==> src/rtl/muldiv_pkg.sv <==
// Shared definitions for the RV32M multiply/divide sequencer: width,
// operation codes, FSM encoding and operand-signedness helpers.
package muldiv_pkg;

  localparam int XLEN  = 32;
  localparam int CNT_W = $clog2(XLEN);

  // funct7 value that routes an R-type instruction to this block.
  localparam logic [6:0] FUNCT7_MULDIV = 7'b0000001;

  localparam logic [2:0] F3_MUL    = 3'b000;
  localparam logic [2:0] F3_MULH   = 3'b001;
  localparam logic [2:0] F3_MULHSU = 3'b010;
  localparam logic [2:0] F3_MULHU  = 3'b011;
  localparam logic [2:0] F3_DIV    = 3'b100;
  localparam logic [2:0] F3_DIVU   = 3'b101;
  localparam logic [2:0] F3_REM    = 3'b110;
  localparam logic [2:0] F3_REMU   = 3'b111;

  localparam logic [2:0] ST_IDLE_ENC  = 3'd0;
  localparam logic [2:0] ST_PREP_ENC  = 3'd1;
  localparam logic [2:0] ST_ITER_ENC  = 3'd2;
  localparam logic [2:0] ST_FINAL_ENC = 3'd3;
  localparam logic [2:0] ST_DONE_ENC  = 3'd4;

  typedef enum logic [2:0] {
    S_IDLE  = ST_IDLE_ENC,
    S_PREP  = ST_PREP_ENC,
    S_ITER  = ST_ITER_ENC,
    S_FINAL = ST_FINAL_ENC,
    S_DONE  = ST_DONE_ENC
  } state_e;

  // rs1 is a signed operand for MULH, MULHSU, DIV and REM.
  function automatic logic rs1_is_signed(input logic [2:0] f3);
    return (f3 == F3_MULH) || (f3 == F3_MULHSU) || (f3 == F3_DIV) || (f3 == F3_REM);
  endfunction

  // rs2 is a signed operand for MULH, DIV and REM.
  function automatic logic rs2_is_signed(input logic [2:0] f3);
    return (f3 == F3_MULH) || (f3 == F3_DIV) || (f3 == F3_REM);
  endfunction

endpackage

==> src/rtl/muldiv_step.sv <==
// One radix-2 step. The 2*XLEN accumulator holds {high, low}:
// multiply keeps {partial product, remaining multiplier bits},
// divide keeps {partial remainder, dividend/quotient bits}.
module muldiv_step
  import muldiv_pkg::*;
(
  input  logic              is_div,
  input  logic [2*XLEN-1:0] acc,
  input  logic [XLEN-1:0]   opnd,
  output logic [2*XLEN-1:0] acc_next
);

  logic [XLEN:0]   mul_sum;
  logic [XLEN:0]   shifted;
  logic [XLEN-1:0] diff;
  logic            fits;

  // Shift-add for multiply, restoring trial subtract for divide.
  always_comb begin
    // NOTE: every always_comb output gets a value before any branch, so no latch can be inferred.
    acc_next = acc;
    mul_sum  = {1'b0, acc[2*XLEN-1:XLEN]} + (acc[0] ? {1'b0, opnd} : '0);
    shifted  = {acc[2*XLEN-1:XLEN], acc[XLEN-1]};
    fits     = shifted >= {1'b0, opnd};
    // When the divisor fits, the true difference is below 2^XLEN, so XLEN bits suffice.
    diff     = shifted[XLEN-1:0] - opnd;
    if (!is_div) begin
      acc_next = {mul_sum, acc[XLEN-1:1]};
    end else if (fits) begin
      acc_next = {diff, acc[XLEN-2:0], 1'b1};
    end else begin
      acc_next = {shifted[XLEN-1:0], acc[XLEN-2:0], 1'b0};
    end
  end

endmodule

==> src/rtl/muldiv_sequencer.sv <==
// Iterative RV32M multiply/divide sequencer: IDLE -> PREP -> ITER(XLEN)
// -> FINAL -> DONE, with a PREP->FINAL shortcut for divide-by-zero and
// signed overflow. Holds the pipeline through stall_o while working.
module muldiv_sequencer
  import muldiv_pkg::*;
(
  input  logic            clk,
  input  logic            reset,
  input  logic            start_i,
  input  logic [2:0]      funct3_i,
  input  logic [XLEN-1:0] rs1_data_i,
  input  logic [XLEN-1:0] rs2_data_i,
  input  logic            flush_i,
  output logic            busy_o,
  output logic            stall_o,
  output logic            done_o,
  output logic [XLEN-1:0] result_o
);

  localparam logic [XLEN-1:0] INT_MIN = {1'b1, {(XLEN-1){1'b0}}};

  state_e            state, state_nxt;
  logic [2:0]        op_q;
  logic [XLEN-1:0]   rs1_q;
  logic [XLEN-1:0]   opnd_q;     // rs2 at accept; multiplicand/divisor magnitude after PREP
  logic [2*XLEN-1:0] acc_q;
  logic [2*XLEN-1:0] acc_step;
  logic [CNT_W-1:0]  cnt_q;
  logic              neg_lo_q;   // negate product / quotient
  logic              neg_rem_q;  // negate remainder (dividend was negative)
  logic [XLEN-1:0]   result_q;

  logic              is_div, sign_a, sign_b, div_zero, div_ovf;
  logic [XLEN-1:0]   abs_a, abs_b;
  logic [2*XLEN-1:0] prod;
  logic [XLEN-1:0]   quo, rem, final_res;

  assign is_div   = op_q[2];
  assign sign_a   = rs1_is_signed(op_q) & rs1_q[XLEN-1];
  assign sign_b   = rs2_is_signed(op_q) & opnd_q[XLEN-1];
  // Negating INT_MIN wraps to itself, which is the correct unsigned magnitude.
  assign abs_a    = sign_a ? -rs1_q : rs1_q;
  assign abs_b    = sign_b ? -opnd_q : opnd_q;
  assign div_zero = is_div & (opnd_q == '0);
  assign div_ovf  = is_div & ~op_q[0] & (rs1_q == INT_MIN) & (opnd_q == '1);

  assign prod = neg_lo_q  ? -acc_q : acc_q;
  assign quo  = neg_lo_q  ? -acc_q[XLEN-1:0] : acc_q[XLEN-1:0];
  assign rem  = neg_rem_q ? -acc_q[2*XLEN-1:XLEN] : acc_q[2*XLEN-1:XLEN];

  muldiv_step u_step (
    .is_div   (is_div),
    .acc      (acc_q),
    .opnd     (opnd_q),
    .acc_next (acc_step)
  );

  // Select the architectural result for the latched operation.
  always_comb begin
    final_res = '0;
    case (op_q)
      F3_MUL:                       final_res = prod[XLEN-1:0];
      F3_MULH, F3_MULHSU, F3_MULHU: final_res = prod[2*XLEN-1:XLEN];
      F3_DIV, F3_DIVU:              final_res = quo;
      default:                      final_res = rem;
    endcase
  end

  // State register.
  always_ff @(posedge clk or negedge reset) begin
    // NOTE: sequential state uses non-blocking assignments so every register samples pre-edge values.
    if (!reset) state <= S_IDLE;
    else        state <= state_nxt;
  end

  // Next-state logic; flush overrides everything, including a start in IDLE.
  always_comb begin
    state_nxt = state;
    if (flush_i) begin
      state_nxt = S_IDLE;
    end else begin
      case (state)
        S_IDLE:  if (start_i) state_nxt = S_PREP;
        S_PREP:  state_nxt = (div_zero || div_ovf) ? S_FINAL : S_ITER;
        S_ITER:  if (cnt_q == CNT_W'(XLEN-1)) state_nxt = S_FINAL;
        S_FINAL: state_nxt = S_DONE;
        S_DONE:  state_nxt = S_IDLE;
        default: state_nxt = S_IDLE;
      endcase
    end
  end

  // Datapath: operand capture, preparation, iteration and result register.
  always_ff @(posedge clk or negedge reset) begin
    // NOTE: datapath registers are plain flops, not memory, so they are all cleared by reset.
    if (!reset) begin
      op_q      <= '0;
      rs1_q     <= '0;
      opnd_q    <= '0;
      acc_q     <= '0;
      cnt_q     <= '0;
      neg_lo_q  <= 1'b0;
      neg_rem_q <= 1'b0;
      result_q  <= '0;
    end else if (!flush_i) begin
      case (state)
        S_IDLE: begin
          if (start_i) begin
            op_q   <= funct3_i;
            rs1_q  <= rs1_data_i;
            opnd_q <= rs2_data_i;
          end
        end
        S_PREP: begin
          cnt_q <= '0;
          if (div_zero) begin
            acc_q     <= {rs1_q, {XLEN{1'b1}}};
            neg_lo_q  <= 1'b0;
            neg_rem_q <= 1'b0;
          end else if (div_ovf) begin
            acc_q     <= {{XLEN{1'b0}}, INT_MIN};
            neg_lo_q  <= 1'b0;
            neg_rem_q <= 1'b0;
          end else begin
            neg_lo_q  <= sign_a ^ sign_b;
            neg_rem_q <= sign_a;
            if (is_div) begin
              acc_q  <= {{XLEN{1'b0}}, abs_a};
              opnd_q <= abs_b;
            end else begin
              acc_q  <= {{XLEN{1'b0}}, abs_b};
              opnd_q <= abs_a;
            end
          end
        end
        S_ITER: begin
          acc_q <= acc_step;
          cnt_q <= cnt_q + CNT_W'(1);
        end
        S_FINAL: result_q <= final_res;
        default: ;
      endcase
    end
  end

  assign busy_o   = (state == S_PREP) || (state == S_ITER) || (state == S_FINAL);
  assign done_o   = (state == S_DONE);
  assign stall_o  = ((state == S_IDLE) && start_i) || busy_o;
  assign result_o = result_q;

endmodule

==> config.mk <==
export PLATFORM = sky130hd
export DESIGN_NAME = muldiv_sequencer
export DESIGN_NICKNAME = d
export VERILOG_FILES = /design/src/rtl/muldiv_pkg.sv /design/src/rtl/muldiv_step.sv /design/src/rtl/muldiv_sequencer.sv
export SDC_FILE = /design/constraint.sdc
export NUM_CORES = 1
export LEC_CHECK = 0
export ABC_AREA = 1
export ABC_CLOCK_PERIOD_IN_PS = 2600
export CAP_MARGIN = 20
export CORE_MARGIN = 1.5
export CORE_UTILIZATION = 25
export CTS_BUF_LIST = sky130_fd_sc_hd__clkbuf_8 sky130_fd_sc_hd__clkbuf_16
export DETAILED_ROUTE_END_ITERATION = 8
export PLACE_DENSITY = 0.5
export SLEW_MARGIN = 20
export SYNTH_ARGS = -nofsm -noshare
export SYNTH_HDL_FRONTEND = slang
export SYNTH_HIERARCHICAL = 1
export SYNTH_SLANG_ARGS = --single-unit
==> constraint.sdc <==
create_clock -name clk -period 2.6 [get_ports clk]
set_clock_uncertainty 0.05 [all_clocks]
set_input_delay 0.52 -clock clk [delete_from_list [all_inputs] [get_ports clk]]
set_output_delay 0.52 -clock clk [all_outputs]
set_load 0.01 [all_outputs]
==> results of run 1 <==
[layer usage]
layer	wire length, um	GRT usage	up-vias
met3	8510	0.0372	192
met2	47500	0.400	1210
met5	0	0	-
met4	6050	0.129	0
met1	47300	0.346	12000
li1	-	-	12500
[through the flow]
stage / setup WS [ps] / TNS (ps) / instance area [um^2] / hold WS, ps
2_1_floorplan: 3.29 / 0 / 20500 / 174
3_3_place_gp: -470 / -7210 / 25600 / 417
3_5_place_dp: -413 / -6310 / 25600 / 415
4_1_cts: -50.0 / -287 / 26900 / 435
5_1_grt: -208 / -4170 / 28100 / 449
6_report: -97.2 / -676 / 28100 / 430
[critical path, stage by stage (launching register included)]
cell and delay (ps):
dfrtp_1 400, buf_12 170, nand2_4 60, inv_2 40, ha_4 160, fa_2 370, nand2_2 70, nand2_2 50
and2_4 160, a21oi_4 170, buf_6 130, nor2_1 50, nor3_1 140, nand3b_1 180, nand2_1 60, nand2_1 60
o21ai_0 70, nand3_1 90, o21ai_1 60
[cells in the final DEF (no fill, tap or decap), types with 11 or more instances in the layout]
cell / count
nand2_2: 94
o21ai_1: 71
buf_12: 33
nand2_4: 11
inv_2: 49
buf_4: 377
nand3_2: 22
nor2_2: 64
xnor2_1: 17
nor2_4: 24
nand3_1: 396
nand4_1: 49
nor2_1: 343
or2_2: 22
dfrtp_1: 160
o21ai_0: 179
nand2_1: 1183
a21oi_1: 111
ha_4: 55
o21ai_2: 24
buf_6: 13
nor3_1: 14
clkbuf_16: 20
clkdlybuf4s50_1: 104
dfrtp_2: 12
nand3b_1: 33
ha_1: 13
a21oi_2: 33
inv_1: 414
xor2_1: 42
[registers in the layout (all words and copies together), names as in the netlist]
register	count
opnd_q	32
rs1_q	32
neg_lo_q	1
result_o	32
neg_rem_q	1
op_q	3
acc_q	64
state	3
cnt_q	5
[worst min-delay path by stage]
stage | slack (ps) | cells after the start | start | end
6_report | 430 | 2 | result_o[29] | result_o[29]
5_1_grt | 450 | 2 | result_o[15] | result_o[15]
4_1_cts | 440 | 2 | result_o[29] | result_o[29]
3_5_place_dp | 410 | 2 | result_o[29] | result_o[29]
3_3_place_gp | 420 | 2 | result_o[15] | result_o[15]
2_1_floorplan | 170 | 0 | reset | acc_q[0]
[report_power, final]
| part | switching [W] | internal [W] | total (W) |
|---|---|---|---|
| registers | 0.00153 | 0.00393 | 0.00547 |
| clock network | 0.00135 | 0.00126 | 0.00261 |
| logic | 0.0223 | 0.0137 | 0.0359 |
| total | 0.0252 | 0.0189 | 0.0440 |
[cells by family after synthesis]
kind of cell	after synthesis	share of synthesized area
AOI/OAI and AO/OA	463	0.122
adders and majority gates	73	0.0453
xor gates and xnor gates	60	0.0256
DFF	173	0.211
and+or+nand+nor	2287	0.479
buffers and inverters	584	0.117
[final cells by class]
cell class,count,area share
Clock inverter,14,0.00387
Timing Repair Buffer,532,0.170
Multi-Input combinational cell,2883,0.546
Sequential cell,173,0.155
Clock buffer,18,0.0156
Inverter,466,0.0626
Tap cell,1060,0.0472
[timing repair]
item / CTS / global route
buffers inserted: 6 / 13
gates cloned: 0 / 3
gates resized for setup: 147 / 252
pin swaps: 13 / 35
endpoints found under the setup margin: 35 / 50
endpoints found under the hold margin: 49 / 0
hold buffers: 1 / 0
==> qor.txt, run 1 <==
Status - finished with violations
Failing checks - setup timing
Netlist Area Pre-Place - 20500 um^2
Share of the synthesized area in the top cell type - 0.232
Antenna violations before repair - 2
Ports - 106
Detailed-route DRC error count - 0
Max cap viols - 0
Tot Pwr - 0.0440 W
Final setup fails - 17
Via count - 25900
Cell with the most instances after synthesis - nand2_1
Clock sink total - 173
Gr ovfl total - 0
Worst vdd ir - 0.795 mV
FF+latch count, synth - 173
Hold crit path type - reg2reg
Share of cells above drive strength 1 - 0.222
Synth Flop Type - dfrtp_1
Routed WL - 109 mm
Reg2reg end - acc_q[47]
P&R area growth vs syn - 37.0%
Unrepaired setup endpoints after global routing - true
Vias in the first global route - 24100
CTS tree - done
WP data required - 2940 ps
CP Data Arrival Time - 3030 ps
Worst setup margin - -97.2 ps
Synth warn - 6
Worst setup EP type - flop
Critical path endpoint - acc_q[47]
Post-Syn Instances - 3640
Crit Reg-Reg Startpoint - acc_q[0]
Global-route wire length before repair - 158 mm
CTS Root Cell - clkbuf_16
Fmax - 0.371 GHz
Number of synthesized flops with an enable pin - 0
Async SR Flop Fraction - 1.00
Final Instance Count excl. Fillers - 5146
Port Buffer Count - 105
Routed length per placed instance - 21.2 um
GP Congestion - 1.06
Crit path launch - acc_q[0]
Core Box Area - 80800 um^2
Largest fanout on the critical path - 23
# rows - 104
Antenna Cells - 0
Worst setup path category - reg2reg
Least-Margin Pin Slew - 612 ps
Post-Place Cells - 5091
Max-slew violations - 0
Htree depth - 4
Final Hold Fails - 0
Worst-Skew Late Latency - 510 ps
Largest net degree at the start of global routing - 81
Worst R2R Setup Slack - -100 ps
Via/cell ratio - 5.03
Number of fill cells in the layout - 8957
Pleak - 13.9 nW
CTS max path bufs - 2
Clock period minus worst slack - 2700 ps
DRT iter0 DRCs - 2688
Sequential cell area - 4350 um^2
Die H - 289 um
Area occupied by multi-input gates - 15300 um^2
Finished Core Util - 0.348
Routed Antenna Nets - 0
Initial Utilization - 0.254
Final nets - 4217
Count of cell types in the netlist - 56
Die Area - 83800 um^2
Dpl hpwl - 88.7 mm
Clk pin slew, worst setup/hold paths - 70 ps
Final period util - 1.04
Total CTS buffers - 17
Synth Area per Inst - 5.64 um^2
CP Launch Type - flop
Top post-synthesis cells by count - nand2_1 (1267), inv_1 (445), nand3_1 (420)
Die Wd - 289 um
Synthesized Nets - 3784
Gr usage total - 0.257
Cell taking the most area after synthesis - nand2_1
Relative slew slack - 0.591
Drt pass-1 iters - 6
Top post-synthesis cells by area - nand2_1 (23%), dfrtp_1 (21%), nand3_1 (10%), inv_1 (8.1%), nor2_1 (7.1%)
Pwr dens - 1570 nW/um^2
Post-synthesis sequential area ratio - 0.211
R2R depth - 18
Power figures use the tool's default switching activity.
==> run 2, diff against run 1 <==
--- a/config.mk
+++ b/config.mk
@@ -18,3 +18,4 @@
 export SYNTH_HDL_FRONTEND = slang
 export SYNTH_HIERARCHICAL = 1
 export SYNTH_SLANG_ARGS = --single-unit
+export TNS_END_PERCENT = 100
==> results of run 2 <==
Final layout, timing and power as in run 1 (identical DEF).
